`src/rtl/rram_seq_pkg.sv`:
```
// Shared types for the RRAM operation sequencer: operation and state enums
// plus the two-bit line level codes {IN1,IN0}.
package rram_seq_pkg;

  typedef enum logic [1:0] {
    OP_READ  = 2'd0,
    OP_SET   = 2'd1,
    OP_RESET = 2'd2,
    OP_MAC   = 2'd3
  } op_t;

  typedef enum logic [2:0] {
    S_IDLE,
    S_PRECHARGE,
    S_DRIVE,
    S_SENSE,
    S_CONVERT,
    S_RECOVER,
    S_DONE
  } state_t;

  localparam logic [1:0] LC_GND   = 2'b00;
  localparam logic [1:0] LC_READ  = 2'b01;
  localparam logic [1:0] LC_WRITE = 2'b10;

endpackage

```
`src/rtl/rram_line_encoder.sv`:
```
// Combinational line-code generator: maps the latched operation, row and
// column mask to per-line {IN1,IN0} levels while the array is being driven.
module rram_line_encoder
  import rram_seq_pkg::*;
#(
  parameter int N = 16
) (
  input  logic [$clog2(N)-1:0] row,
  input  logic [N-1:0]         colmask,
  input  op_t                  op,
  input  logic                 drive,
  output logic [N-1:0]         in0_wl,
  output logic [N-1:0]         in1_wl,
  output logic [N-1:0]         in0_bl,
  output logic [N-1:0]         in1_bl,
  output logic [N-1:0]         in0_sl,
  output logic [N-1:0]         in1_sl
);

  logic [N-1:0] row_hot;
  logic [1:0]   wl_code;
  logic [1:0]   bl_code;
  logic [1:0]   sl_code;

  assign row_hot = {{(N-1){1'b0}}, 1'b1} << row;

  // Every unselected line stays grounded; code 11 can never be produced.
  always_comb begin
    wl_code = LC_GND;
    bl_code = LC_GND;
    sl_code = LC_GND;
    if (drive) begin
      wl_code = (op == OP_READ || op == OP_MAC) ? LC_READ : LC_WRITE;
      if (op == OP_SET)   bl_code = LC_WRITE;
      if (op == OP_RESET) sl_code = LC_WRITE;
    end
    in0_wl = row_hot & {N{wl_code[0]}};
    in1_wl = row_hot & {N{wl_code[1]}};
    in0_bl = colmask & {N{bl_code[0]}};
    in1_bl = colmask & {N{bl_code[1]}};
    in0_sl = colmask & {N{sl_code[0]}};
    in1_sl = colmask & {N{sl_code[1]}};
  end

endmodule

```
`src/rtl/rram_op_sequencer.sv`:
```
// RRAM array operation sequencer (READ / SET / RESET / MAC) with registered
// driver, sense and ADC controls. MAC support is enabled by RRAM_SEQ_MAC_EN.
module rram_op_sequencer
  import rram_seq_pkg::*;
#(
  parameter int ARRAY_SIZE   = 16,
  parameter int PRE_CYCLES   = 2,
  parameter int PULSE_CYCLES = 4,
  parameter int ADC_CYCLES   = 3
) (
  input  logic                           clk,
  input  logic                           rst,
  input  logic                           op_valid,
  output logic                           op_ready,
  input  logic [1:0]                     op_type,
  input  logic [$clog2(ARRAY_SIZE)-1:0]  op_row,
  input  logic [ARRAY_SIZE-1:0]          op_colmask,
  output logic                           ENABLE_WL,
  output logic                           ENABLE_BL,
  output logic                           ENABLE_SL,
  output logic [ARRAY_SIZE-1:0]          IN0_WL,
  output logic [ARRAY_SIZE-1:0]          IN1_WL,
  output logic [ARRAY_SIZE-1:0]          IN0_BL,
  output logic [ARRAY_SIZE-1:0]          IN1_BL,
  output logic [ARRAY_SIZE-1:0]          IN0_SL,
  output logic [ARRAY_SIZE-1:0]          IN1_SL,
  output logic                           PRE,
  output logic                           ENABLE_CSA,
  output logic                           SAEN_CSA,
  input  logic [ARRAY_SIZE-1:0]          CSA,
  output logic                           ENABLE_ADC,
  output logic [1:0]                     CLK_EN_ADC,
  input  logic [ARRAY_SIZE-1:0]          ADC_OUT0,
  input  logic [ARRAY_SIZE-1:0]          ADC_OUT1,
  input  logic [ARRAY_SIZE-1:0]          ADC_OUT2,
  output logic [3*ARRAY_SIZE-1:0]        result,
  output logic                           result_valid,
  output logic                           op_err
);

  localparam int N     = ARRAY_SIZE;
  localparam int CNT_W = 16;

  state_t               state;
  op_t                  op_q;
  logic [$clog2(N)-1:0] row_q;
  logic [N-1:0]         mask_q;
  logic [CNT_W-1:0]     cnt;
  logic                 err_q;
  logic [3*N-1:0]       res_q;
  logic                 accept;
  logic [N-1:0]         enc_in0_wl, enc_in1_wl, enc_in0_bl;
  logic [N-1:0]         enc_in1_bl, enc_in0_sl, enc_in1_sl;

  assign accept = op_valid && op_ready;

  rram_line_encoder #(.N(N)) u_enc (
    .row     (row_q),
    .colmask (mask_q),
    .op      (op_q),
    .drive   (state == S_DRIVE),
    .in0_wl  (enc_in0_wl),
    .in1_wl  (enc_in1_wl),
    .in0_bl  (enc_in0_bl),
    .in1_bl  (enc_in1_bl),
    .in0_sl  (enc_in0_sl),
    .in1_sl  (enc_in1_sl)
  );

  // Control outputs are registered from the current state, so they trail the
  // state by one cycle; op_ready instead tracks the state being entered so a
  // request can never be accepted twice.
  always_ff @(posedge clk) begin
    if (rst) begin
      state        <= S_IDLE;
      op_q         <= OP_READ;
      row_q        <= '0;
      mask_q       <= '0;
      cnt          <= '0;
      err_q        <= 1'b0;
      res_q        <= '0;
      op_ready     <= 1'b1;
      ENABLE_WL    <= 1'b0;
      ENABLE_BL    <= 1'b0;
      ENABLE_SL    <= 1'b0;
      IN0_WL       <= '0;
      IN1_WL       <= '0;
      IN0_BL       <= '0;
      IN1_BL       <= '0;
      IN0_SL       <= '0;
      IN1_SL       <= '0;
      PRE          <= 1'b0;
      ENABLE_CSA   <= 1'b0;
      SAEN_CSA     <= 1'b0;
      result       <= '0;
      result_valid <= 1'b0;
      op_err       <= 1'b0;
    end else begin
      op_ready     <= (state == S_DONE) || (state == S_IDLE && !accept);
      PRE          <= (state == S_PRECHARGE);
      ENABLE_WL    <= (state == S_DRIVE);
      ENABLE_BL    <= (state == S_DRIVE);
      ENABLE_SL    <= (state == S_DRIVE);
      IN0_WL       <= enc_in0_wl;
      IN1_WL       <= enc_in1_wl;
      IN0_BL       <= enc_in0_bl;
      IN1_BL       <= enc_in1_bl;
      IN0_SL       <= enc_in0_sl;
      IN1_SL       <= enc_in1_sl;
      ENABLE_CSA   <= (op_q == OP_READ) && (state == S_DRIVE || state == S_SENSE);
      SAEN_CSA     <= (state == S_SENSE);
      result_valid <= (state == S_DONE) && !err_q;
      op_err       <= (state == S_DONE) && err_q;
      if (state == S_DONE && !err_q) result <= res_q;

      case (state)
        S_IDLE: begin
          if (accept) begin
            op_q   <= op_t'(op_type);
            row_q  <= op_row;
            mask_q <= op_colmask;
            err_q  <= 1'b0;
            case (op_t'(op_type))
              OP_READ: begin
                state <= S_PRECHARGE;
                cnt   <= CNT_W'(PRE_CYCLES - 1);
              end
              OP_MAC: begin
`ifdef RRAM_SEQ_MAC_EN
                state <= S_PRECHARGE;
                cnt   <= CNT_W'(PRE_CYCLES - 1);
`else
                state <= S_DONE;
                err_q <= 1'b1;
`endif
              end
              default: begin
                state <= S_DRIVE;
                cnt   <= CNT_W'(PULSE_CYCLES - 1);
              end
            endcase
          end
        end
        S_PRECHARGE: begin
          if (cnt == '0) begin
            state <= S_DRIVE;
            cnt   <= CNT_W'(PULSE_CYCLES - 1);
          end else begin
            cnt <= cnt - 1'b1;
          end
        end
        S_DRIVE: begin
          if (cnt == '0) begin
            case (op_q)
              OP_READ: state <= S_SENSE;
              OP_MAC: begin
`ifdef RRAM_SEQ_MAC_EN
                state <= S_CONVERT;
                cnt   <= CNT_W'(ADC_CYCLES - 1);
`else
                state <= S_DONE;
`endif
              end
              default: state <= S_RECOVER;
            endcase
          end else begin
            cnt <= cnt - 1'b1;
          end
        end
        S_SENSE: begin
          res_q <= {{(2*N){1'b0}}, CSA & mask_q};
          state <= S_DONE;
        end
`ifdef RRAM_SEQ_MAC_EN
        S_CONVERT: begin
          if (cnt == '0) begin
            res_q <= {ADC_OUT2, ADC_OUT1, ADC_OUT0};
            state <= S_DONE;
          end else begin
            cnt <= cnt - 1'b1;
          end
        end
`endif
        S_RECOVER: begin
          res_q <= '0;
          state <= S_DONE;
        end
        S_DONE:  state <= S_IDLE;
        default: state <= S_IDLE;
      endcase
    end
  end

`ifdef RRAM_SEQ_MAC_EN
  // The ADC clock runs through the whole conversion; the second phase marks
  // the final conversion cycle so the converter can latch its outputs.
  always_ff @(posedge clk) begin
    if (rst) begin
      ENABLE_ADC <= 1'b0;
      CLK_EN_ADC <= 2'b00;
    end else begin
      ENABLE_ADC <= (op_q == OP_MAC) && (state == S_DRIVE || state == S_CONVERT);
      CLK_EN_ADC <= {(state == S_CONVERT) && (cnt == '0), (state == S_CONVERT)};
    end
  end
`else
  logic unused_adc;
  assign unused_adc = (^{ADC_OUT2, ADC_OUT1, ADC_OUT0}) ^ (ADC_CYCLES > 0);
  assign ENABLE_ADC = 1'b0;
  assign CLK_EN_ADC = 2'b00;
`endif

endmodule

```
`config.mk`:
```
export PLATFORM = sky130hd
export DESIGN_NAME = rram_op_sequencer
export DESIGN_NICKNAME = d
export VERILOG_FILES = /design/src/rtl/rram_seq_pkg.sv /design/src/rtl/rram_line_encoder.sv /design/src/rtl/rram_op_sequencer.sv
export SDC_FILE = /design/constraint.sdc
export NUM_CORES = 1
export LEC_CHECK = 0
export CAP_MARGIN = 10
export CORE_MARGIN = 3
export CORE_UTILIZATION = 45
export DETAILED_ROUTE_END_ITERATION = 12
export PLACE_DENSITY = 0.83
export SETUP_SLACK_MARGIN = 0.05
export SLEW_MARGIN = 10
export SYNTH_ARGS = -nofsm -noshare
export SYNTH_HDL_FRONTEND = slang
export SYNTH_SLANG_ARGS = --single-unit
```
`constraint.sdc`:
```
create_clock -name clk -period 5.12 [get_ports clk]
set_input_delay 0.768 -clock clk [delete_from_list [all_inputs] [get_ports clk]]
set_output_delay 0.768 -clock clk [all_outputs]
set_load 0.02 [all_outputs]
```
Yosys cells after proc, flatten, opt, wreduce, memory -nomap -nowiden
Cells that the tools add are included.
{ "totals": {"register_bits": 241} }
{ "classes": {"n_addsub": 1, "eq_ne": 14, "shifts": 1, "muxes": 19, "n_bitwise": 7, "n_reduce_logical": 20} }
{ "ops": {"columns": ["operator", "count"], "rows": [
  ["AND 16 bit", 7],
  ["case mux 48 bit (2 select lines)", 1],
  ["2-to-1 mux 16 bit", 3],
  ["case mux 16 bit (3 select lines)", 1],
  ["case mux 16 bit (2 select lines)", 1],
  ["logical NOT 16 bit", 1],
  ["<< shifter 1 x 4 -> 16 bit (first input constant)", 1],
  ["subtractor 16 x 1 -> 16 bit (second input constant)", 1],
  ["2-to-1 mux 2 bit", 6],
  ["case mux 3 bit (2 select lines)", 2],
  ["case mux 3 bit (4 select lines)", 1],
  ["2-to-1 mux 3 bit", 3],
  ["inequality test 2 bit (second input constant)", 4],
  ["== test 2 bit (second input constant)", 3],
  ["== test 3 x 2 -> 1 bit (second input constant)", 2],
  ["== test 3 bit (second input constant)", 2],
  ["logical AND 1 bit", 5],
  ["logical NOT 2 bit", 2],
  ["AND reduction 4 bit", 1],
  ["== test 3 x 1 -> 1 bit (second input constant)", 1],
  ["logical NOT 3 bit", 1],
  ["logical OR 1 bit", 3],
  ["AND reduction 3 bit", 1],
  ["nonzero test 3 bit", 1],
  ["other kinds (7)", 8]
]} }

Depth between registers and ports, before layout
Gate-level depths: netlist of the first run.
{ "depth": {"ltp_word": 5, "ltp_mapped": 9, "ltp_nobuf": 7} }

Hierarchy
Synthesis of the first run repeated with hierarchy kept, for this count alone.
{ "unflattened": {"cells_unflattened": 785, "area_unflattened_um2": 7056.8} }
{ "modules_own_cells": {"columns": ["module", "instances", "cells_per_inst", "area_each_um2", "seq_area_each_um2"], "rows": [
  ["rram_op_sequencer", 1, 660, 6292.3, 3543.4],
  ["rram_line_encoder", 1, 125, 764.5, 0.0]
]} }

Worst setup path before layout of the first run
OpenSTA, ideal clock, no wires.
{ "synth_timing": {"kind": "input to register", "from": "input port op_type[1]", "to": "register cnt[3]", "setup_ns": 0.070, "t_arrival_ns": 1.936, "t_required_ns": 5.050, "path_slack_ns": 3.114, "cell_stages": 5, "cell_sequence": "nand2_1 > a311o_1 > o211ai_1 > or4b_2 > a21oi_1"} }
{ "synth_via": {"elab_chain_len": 3} }
{ "synth_rtl": {"columns": ["element", "line_no", "source"], "rows": [
  ["from (decl)", "rram_op_sequencer.sv:15", "input logic [1:0] op_type,"],
  ["== test 2 bit", "rram_op_sequencer.sv:123", "case (op_t'(op_type))"],
  ["inequality test 2 bit (no source line)", null, null],
  ["AND reduction 4 bit (no source line)", null, null],
  ["to (signal assigned)", "rram_op_sequencer.sv:126", "cnt <= CNT_W'(PRE_CYCLES - 1);"],
  ["to (signal assigned)", "rram_op_sequencer.sv:139", "cnt <= CNT_W'(PULSE_CYCLES - 1);"],
  ["to (signal assigned)", "rram_op_sequencer.sv:147", "cnt <= CNT_W'(PULSE_CYCLES - 1);"],
  ["to (decl)", "rram_op_sequencer.sv:48", "logic [CNT_W-1:0] cnt;"]
]} }
Every way passes these cells.
A chain may end at the register's enable or synchronous reset.

Worst setup path in the final report of the first run
Same ends and word-level chain as after synthesis.

==> results of run 1 <==
## metrics by stage
stage / instance area (µm²) / setup WS, ns
6_report: 7250 / 2.40
5_1_grt: 7250 / 2.29
4_1_cts: 7240 / 2.44
3_5_place_dp: 6600 / 2.01
3_3_place_gp: 6600 / 2.09
2_1_floorplan: 5780 / 3.11
## power breakdown
group | internal, mW | switching (mW)
Clock | 0.858 | 0.469
Sequential | 1.25 | 0.161
Combinational | 0.380 | 0.590
Total | 2.48 | 1.22
## cell usage after synthesis (all sizes together), types with 2 or more instances
cell type  count
or4            6
o21ai          9
nor3           5
nand3          2
dfxtp        145
or2            3
o31ai          7
ha             6
a211oi         3
nor4           4
a32o          16
nor3b          2
and3          35
nor2          46
buf           78
inv            9
a21oi         58
or3            8
nor2b          4
xor2           2
nand2b        11
nand2         94
and2           2
nand4          2
clkbuf        25
o41ai          2
## layout make-up
cell class              instances  area (µm²)
well taps                     143         179
repair buffers                131        1300
flip-flops and latches        145        2900
clock buffers                  21         470
inverters                       9        33.8
clock inverters                11         174
fillers                       905        4460
multi-input cells             409        2190
## worst register-to-register path: cells and delay by family, from the launching register on
kind / cells / cell delay (ns)
AOI/OAI and AO/OA: 3 / 1.05
and+or+nand+nor: 2 / 0.75
DFF: 1 / 0.34
adders and majority gates: 1 / 0.17
buffers and inverters: 1 / 0.14
## kinds of logic after synthesis
group	after synthesis	share of synthesized area, %
AND/OR/NAND/NOR	228	20.3
flip-flops	145	52.5
buffers and inverters	112	12.6
AO/OA/AOI/OAI	106	12.8
adder cells (fa/ha/maj)	6	1.36
XOR/XNOR	2	0.317
other	1	0.0678
## metal layers
metal	vias to the layer above	global-route usage, %	share of wire (%)
met2	197	31.7	49
li1	2130	-	-
met5	-	0	0
met3	14	5.09	8.7
met4	0	7.11	1.1
met1	1976	22.9	41
## flip-flops by register name, summed over array words and instances, names as in the netlist, 2 cells and up
signal  count
IN0_WL     16
IN1_BL     16
IN1_SL     16
IN1_WL     16
cnt        16
mask_q     16
res_q      16
result     16
row_q       4
state       3
op_q        2
## worst min-delay path by stage
stage                          from   endpoint  slack (ns)  depth (start not counted)
after floorplan            res_q[0]  result[0]        0.43                          2
final                     result[7]  result[7]        0.46                          2
after global routing       res_q[9]  result[9]        0.47                          2
after detailed placement  result[7]  result[7]        0.45                          2
after CTS                 result[7]  result[7]        0.46                          2
after global placement    result[0]  result[0]        0.45                          2
==> impl_metrics.env, run 1 <==
export IMPL_reg2reg_from="cnt[0]"
export IMPL_ys_ff_latch=145
export IMPL_max_freq_ghz=0.367
export IMPL_reg2reg_depth=7
export IMPL_setup_violations=0
export IMPL_cts_sinks=145
export IMPL_postCtsResizedCells=0
export IMPL_crit_path_top_delay_cell="or4b_2"
export IMPL_drtPass1Iterations=5
export IMPL_yosys_area_top_type_share_pct=52.5
export IMPL_nets=808
export IMPL_crit_cells=7
export IMPL_synth_area_leaders="dfxtp_1 53%, buf_4 9.6%, nand2_1 6.4%"
export IMPL_final_cell_mix="145 x dfxtp_1, 128 x clkdlybuf4s50_1, 94 x nand2_1"
export IMPL_worstPathCellList="clkdlybuf4s50_1, nand2_1, a311o_1, o211ai_1, buf_4, or4b_2, a21oi_1"
export IMPL_p_leak_nw=2.88
export IMPL_cts_buffer_depth=2
export IMPL_start_util_pct=47.2
export IMPL_drv_cap=0
export IMPL_whs_ns=0.456
export IMPL_required_ns=5.45
export IMPL_cts_max_level=4
export IMPL_synth_distinct_cells=54
export IMPL_utilization_pct=61.9
export IMPL_gr_usage_all_layers_pct=18.8
export IMPL_cts_root_buf="clkbuf_16"
export IMPL_crit_type="in2reg"
export IMPL_syn2layout_area_growth_pct=31.1
export IMPL_period_share_pct=53.1
export IMPL_die_y_um=117
export IMPL_drt_total_wl_mm=13.0
export IMPL_r2r_end="cnt[11]"
export IMPL_cpPeakStageDelay_ns=0.61
export IMPL_drive_above_1_share_pct=6.47
export IMPL_syn_avg_cell_area_um2=9.22
export IMPL_grt_pass1_vias=3995
export IMPL_ir_drop_mv=0.264
export IMPL_period_needed_ns=2.72
export IMPL_rsz0062_at_grt="no"
export IMPL_wire_per_inst_um=15.0
export IMPL_drt_iter0_markers=398
export IMPL_ys_seq_area_share_pct=52.5
export IMPL_die_area_um2=13700
export IMPL_std_cell_rows=39
export IMPL_synth_edff_count=0
export IMPL_cp_max_fo=13
export IMPL_p_per_area_nw_per_um2=511
export IMPL_setup_tns_ns=0
export IMPL_async_flop_share_pct=0
export IMPL_cp_top_family="buffers and inverters"
export IMPL_slew_headroom_pct=33.8
export IMPL_num_antenna_cells=0
export IMPL_insertion_delay_ns=0.41
export IMPL_maxSlewViolCount=0
export IMPL_dpl_cell_count=837
export IMPL_crit_buf_inv=2
export IMPL_grt_pass1_wl_mm=19.9
export IMPL_grt_max_degree=50
export IMPL_regToRegSetupSlack_ns=2.53
export IMPL_total_power_mw=3.70
export IMPL_drc=0
export IMPL_postCtsSetupRepairBufs=0
export IMPL_port_buffers=129
export IMPL_cp_end_kind="flip-flop"
export IMPL_worstMarginPinSlew_ns=0.988
export IMPL_finalNonFillerCells=869
export IMPL_place_gp_congestion=0.815
export IMPL_synth_area_um2=5530
export IMPL_antenna_left=0
export IMPL_cp_start_kind="input pin"
export IMPL_final_common_cell="dfxtp_1"
export IMPL_post_dp_hpwl_mm=9.28
export IMPL_yosysTopAreaCell="dfxtp_1"
export IMPL_drt_vias_per_instance=4.97
export IMPL_io_pins=245
export IMPL_critPathCapture="cnt[3]"
export IMPL_grt_overflow=0
export IMPL_crit_start="op_type[1]"
export IMPL_ys_warn_count=0
export IMPL_synth_cells=600
export IMPL_fin_skew_ns=0.00752
export IMPL_die_w_um=117
export IMPL_status="finished, final reports clean"
export IMPL_cts_tree="done"
export IMPL_hold_buffers=0
export IMPL_antenna_found_initial=0
export IMPL_num_vias=4317
export IMPL_holdCritPathClass="reg2reg"
export IMPL_synth_top_flop_cell="dfxtp_1"
export IMPL_cts_buffers_inserted=17
export IMPL_core_um2=11700
export IMPL_critPathArrivalTime_ns=3.06
export IMPL_finalHoldViolations=0
export IMPL_clk_pin_slew_ns=0.06
(Power assumes the default switching activity.)
==> inputs of run 2 (changes only) <==
Settings changed: CORE_UTILIZATION 45 to 38, PLACE_DENSITY 0.83 to 0.75.
Clock period 5.12 ns to 2.5 ns, I/O delays scaled along.
==> run 2 against run 1 <==
Wire length about the same. Hold slack got worse by 0.16 ns. Via count increased by 0.30%. Sequential power increased by 100%. Global-route usage decreased by 2.9 points. Largest cell class unchanged. Largest power group unchanged.
==> impl_metrics.env, run 2 (synthesis results as in run 1) <==
export IMPL_reg2reg_from="cnt[0]"
export IMPL_wire_per_inst_um=14.2
export IMPL_min_path_cells=4
export IMPL_critPathArrivalTime_ns=2.51
export IMPL_cts_sinks=145
export IMPL_rsz0062_at_grt="no"
export IMPL_port_buffers=129
export IMPL_postCtsSetupRepairBufs=0
export IMPL_utilization_pct=52.0
export IMPL_hold_buffers=0
export IMPL_ir_drop_mv=0.581
export IMPL_max_freq_ghz=0.453
export IMPL_period_share_pct=88.3
export IMPL_die_area_um2=16000
export IMPL_drc=0
export IMPL_place_gp_congestion=0.808
export IMPL_slew_headroom_pct=56.7
export IMPL_drt_vias_per_instance=4.74
export IMPL_period_needed_ns=2.21
export IMPL_worstHoldEndpoint="PRE"
export IMPL_final_cell_mix="145 x dfxtp_1, 128 x clkdlybuf4s50_1, 94 x nand2_1"
export IMPL_min_from="rst"
export IMPL_num_vias=4330
export IMPL_reg2reg_depth=8
export IMPL_finalHoldViolations=0
export IMPL_die_y_um=127
export IMPL_cts_tree="done"
export IMPL_holdCritPathClass="in2reg"
export IMPL_grt_max_degree=49
export IMPL_gr_usage_all_layers_pct=15.9
export IMPL_worstMarginPinSlew_ns=0.650
export IMPL_grt_pass1_wl_mm=20.5
export IMPL_fin_skew_ns=0.00699
export IMPL_core_um2=14000
export IMPL_drive_above_1_share_pct=7.36
export IMPL_status="finished, final reports clean"
export IMPL_cts_buffer_depth=2
export IMPL_setup_tns_ns=0
export IMPL_io_pins=245
export IMPL_cp_end_kind="flip-flop"
export IMPL_post_dp_hpwl_mm=9.24
export IMPL_insertion_delay_ns=0.42
export IMPL_drt_total_wl_mm=13.0
export IMPL_std_cell_rows=43
export IMPL_start_util_pct=39.4
export IMPL_cp_max_fo=19
export IMPL_grt_pass1_vias=3933
export IMPL_r2r_end="cnt[1]"
export IMPL_nets=816
export IMPL_drt_iter0_markers=210
export IMPL_cts_max_level=4
export IMPL_final_common_cell="dfxtp_1"
export IMPL_whs_ns=0.298
export IMPL_total_power_mw=7.39
export IMPL_required_ns=2.80
export IMPL_antenna_left=0
export IMPL_drv_cap=0
export IMPL_antenna_found_initial=0
export IMPL_fillCellCount=1241
export IMPL_maxSlewViolCount=0
export IMPL_drtPass1Iterations=4
export IMPL_cp_start_kind="flip-flop"
export IMPL_grt_overflow=0
export IMPL_syn2layout_area_growth_pct=32.0
export IMPL_postCtsResizedCells=0
export IMPL_num_antenna_cells=0
export IMPL_p_per_area_nw_per_um2=1010
export IMPL_p_leak_nw=2.89
export IMPL_setup_violations=0
export IMPL_regToRegSetupSlack_ns=0.29
export IMPL_die_w_um=127
export IMPL_crit_type="reg2reg"
export IMPL_cts_root_buf="clkbuf_16"
export IMPL_cts_buffers_inserted=17
export IMPL_clk_pin_slew_ns=0.06
==> run 2: cell count changes in the layout (fill, tap and decap cells not counted), sizes merged <==
cell / previous run / this run
bufinv: 4 / 2
inv: 12 / 13
buf: 3 / 11
clkbuf: 21 / 19
clkinv: 1 / 4
==> run 2: area by class of cell <==
cell class	instances	area, µm²	area share, %
Inverter	9	33.8	0.463
Tap cell	180	225	3.08
Multi-Input combinational cell	409	2180	29.9
Sequential cell	145	2900	39.8
Clock buffer	19	443	6.07
Clock inverter	13	151	2.07
Timing Repair Buffer	139	1360	18.6
==> run 2: critical path: stages (launching register included) <==
cell and delay, ns:
dfxtp_1 0.34, inv_1 0.13, ha_1 0.17, nor4b_1 0.34, nand4_1 0.29, o211ai_1 0.29, buf_4 0.26, a211oi_1 0.06
a31o_1 0.20
==> run 2: how the worst max path moves through the flow <==
stage / to / cells past startpoint / slack (ns) / start
6_report: cnt[1] / 8 / 0.29 / cnt[0]
5_1_grt: cnt[1] / 8 / 0.06 / cnt[0]
4_1_cts: cnt[1] / 8 / 0.31 / cnt[0]
3_5_place_dp: cnt[3] / 6 / 0.21 / op_type[1]
3_3_place_gp: cnt[3] / 6 / 0.28 / op_type[1]
2_1_floorplan: cnt[6] / 9 / 0.61 / cnt[0]
==> run 2: stage by stage <==
step                      area (µm²)  cells  worst slack, ns
after floorplan                 5780    666            0.606
after global placement          6710    882            0.282
after detailed placement        6710    882            0.213
after CTS                       7300    914            0.315
after global routing            7300    914           0.0621
final                           7300    914            0.292
==> run 2: per-layer routing <==
layer	vias up	track usage (%)	share of wire, %
met5	-	0	0
met4	0	7.44	2.6
met3	21	4.59	8.4
met2	152	25.0	46
met1	2005	20.2	43
li1	2152	-	-
==> run 2: power breakdown <==
group          switching, mW  internal [mW]  total [mW]  leakage [nW]
combinational           1.22          0.810        2.03          1.44
sequential             0.296           2.55        2.85          1.17
clock                   1.00           1.51        2.52         0.282
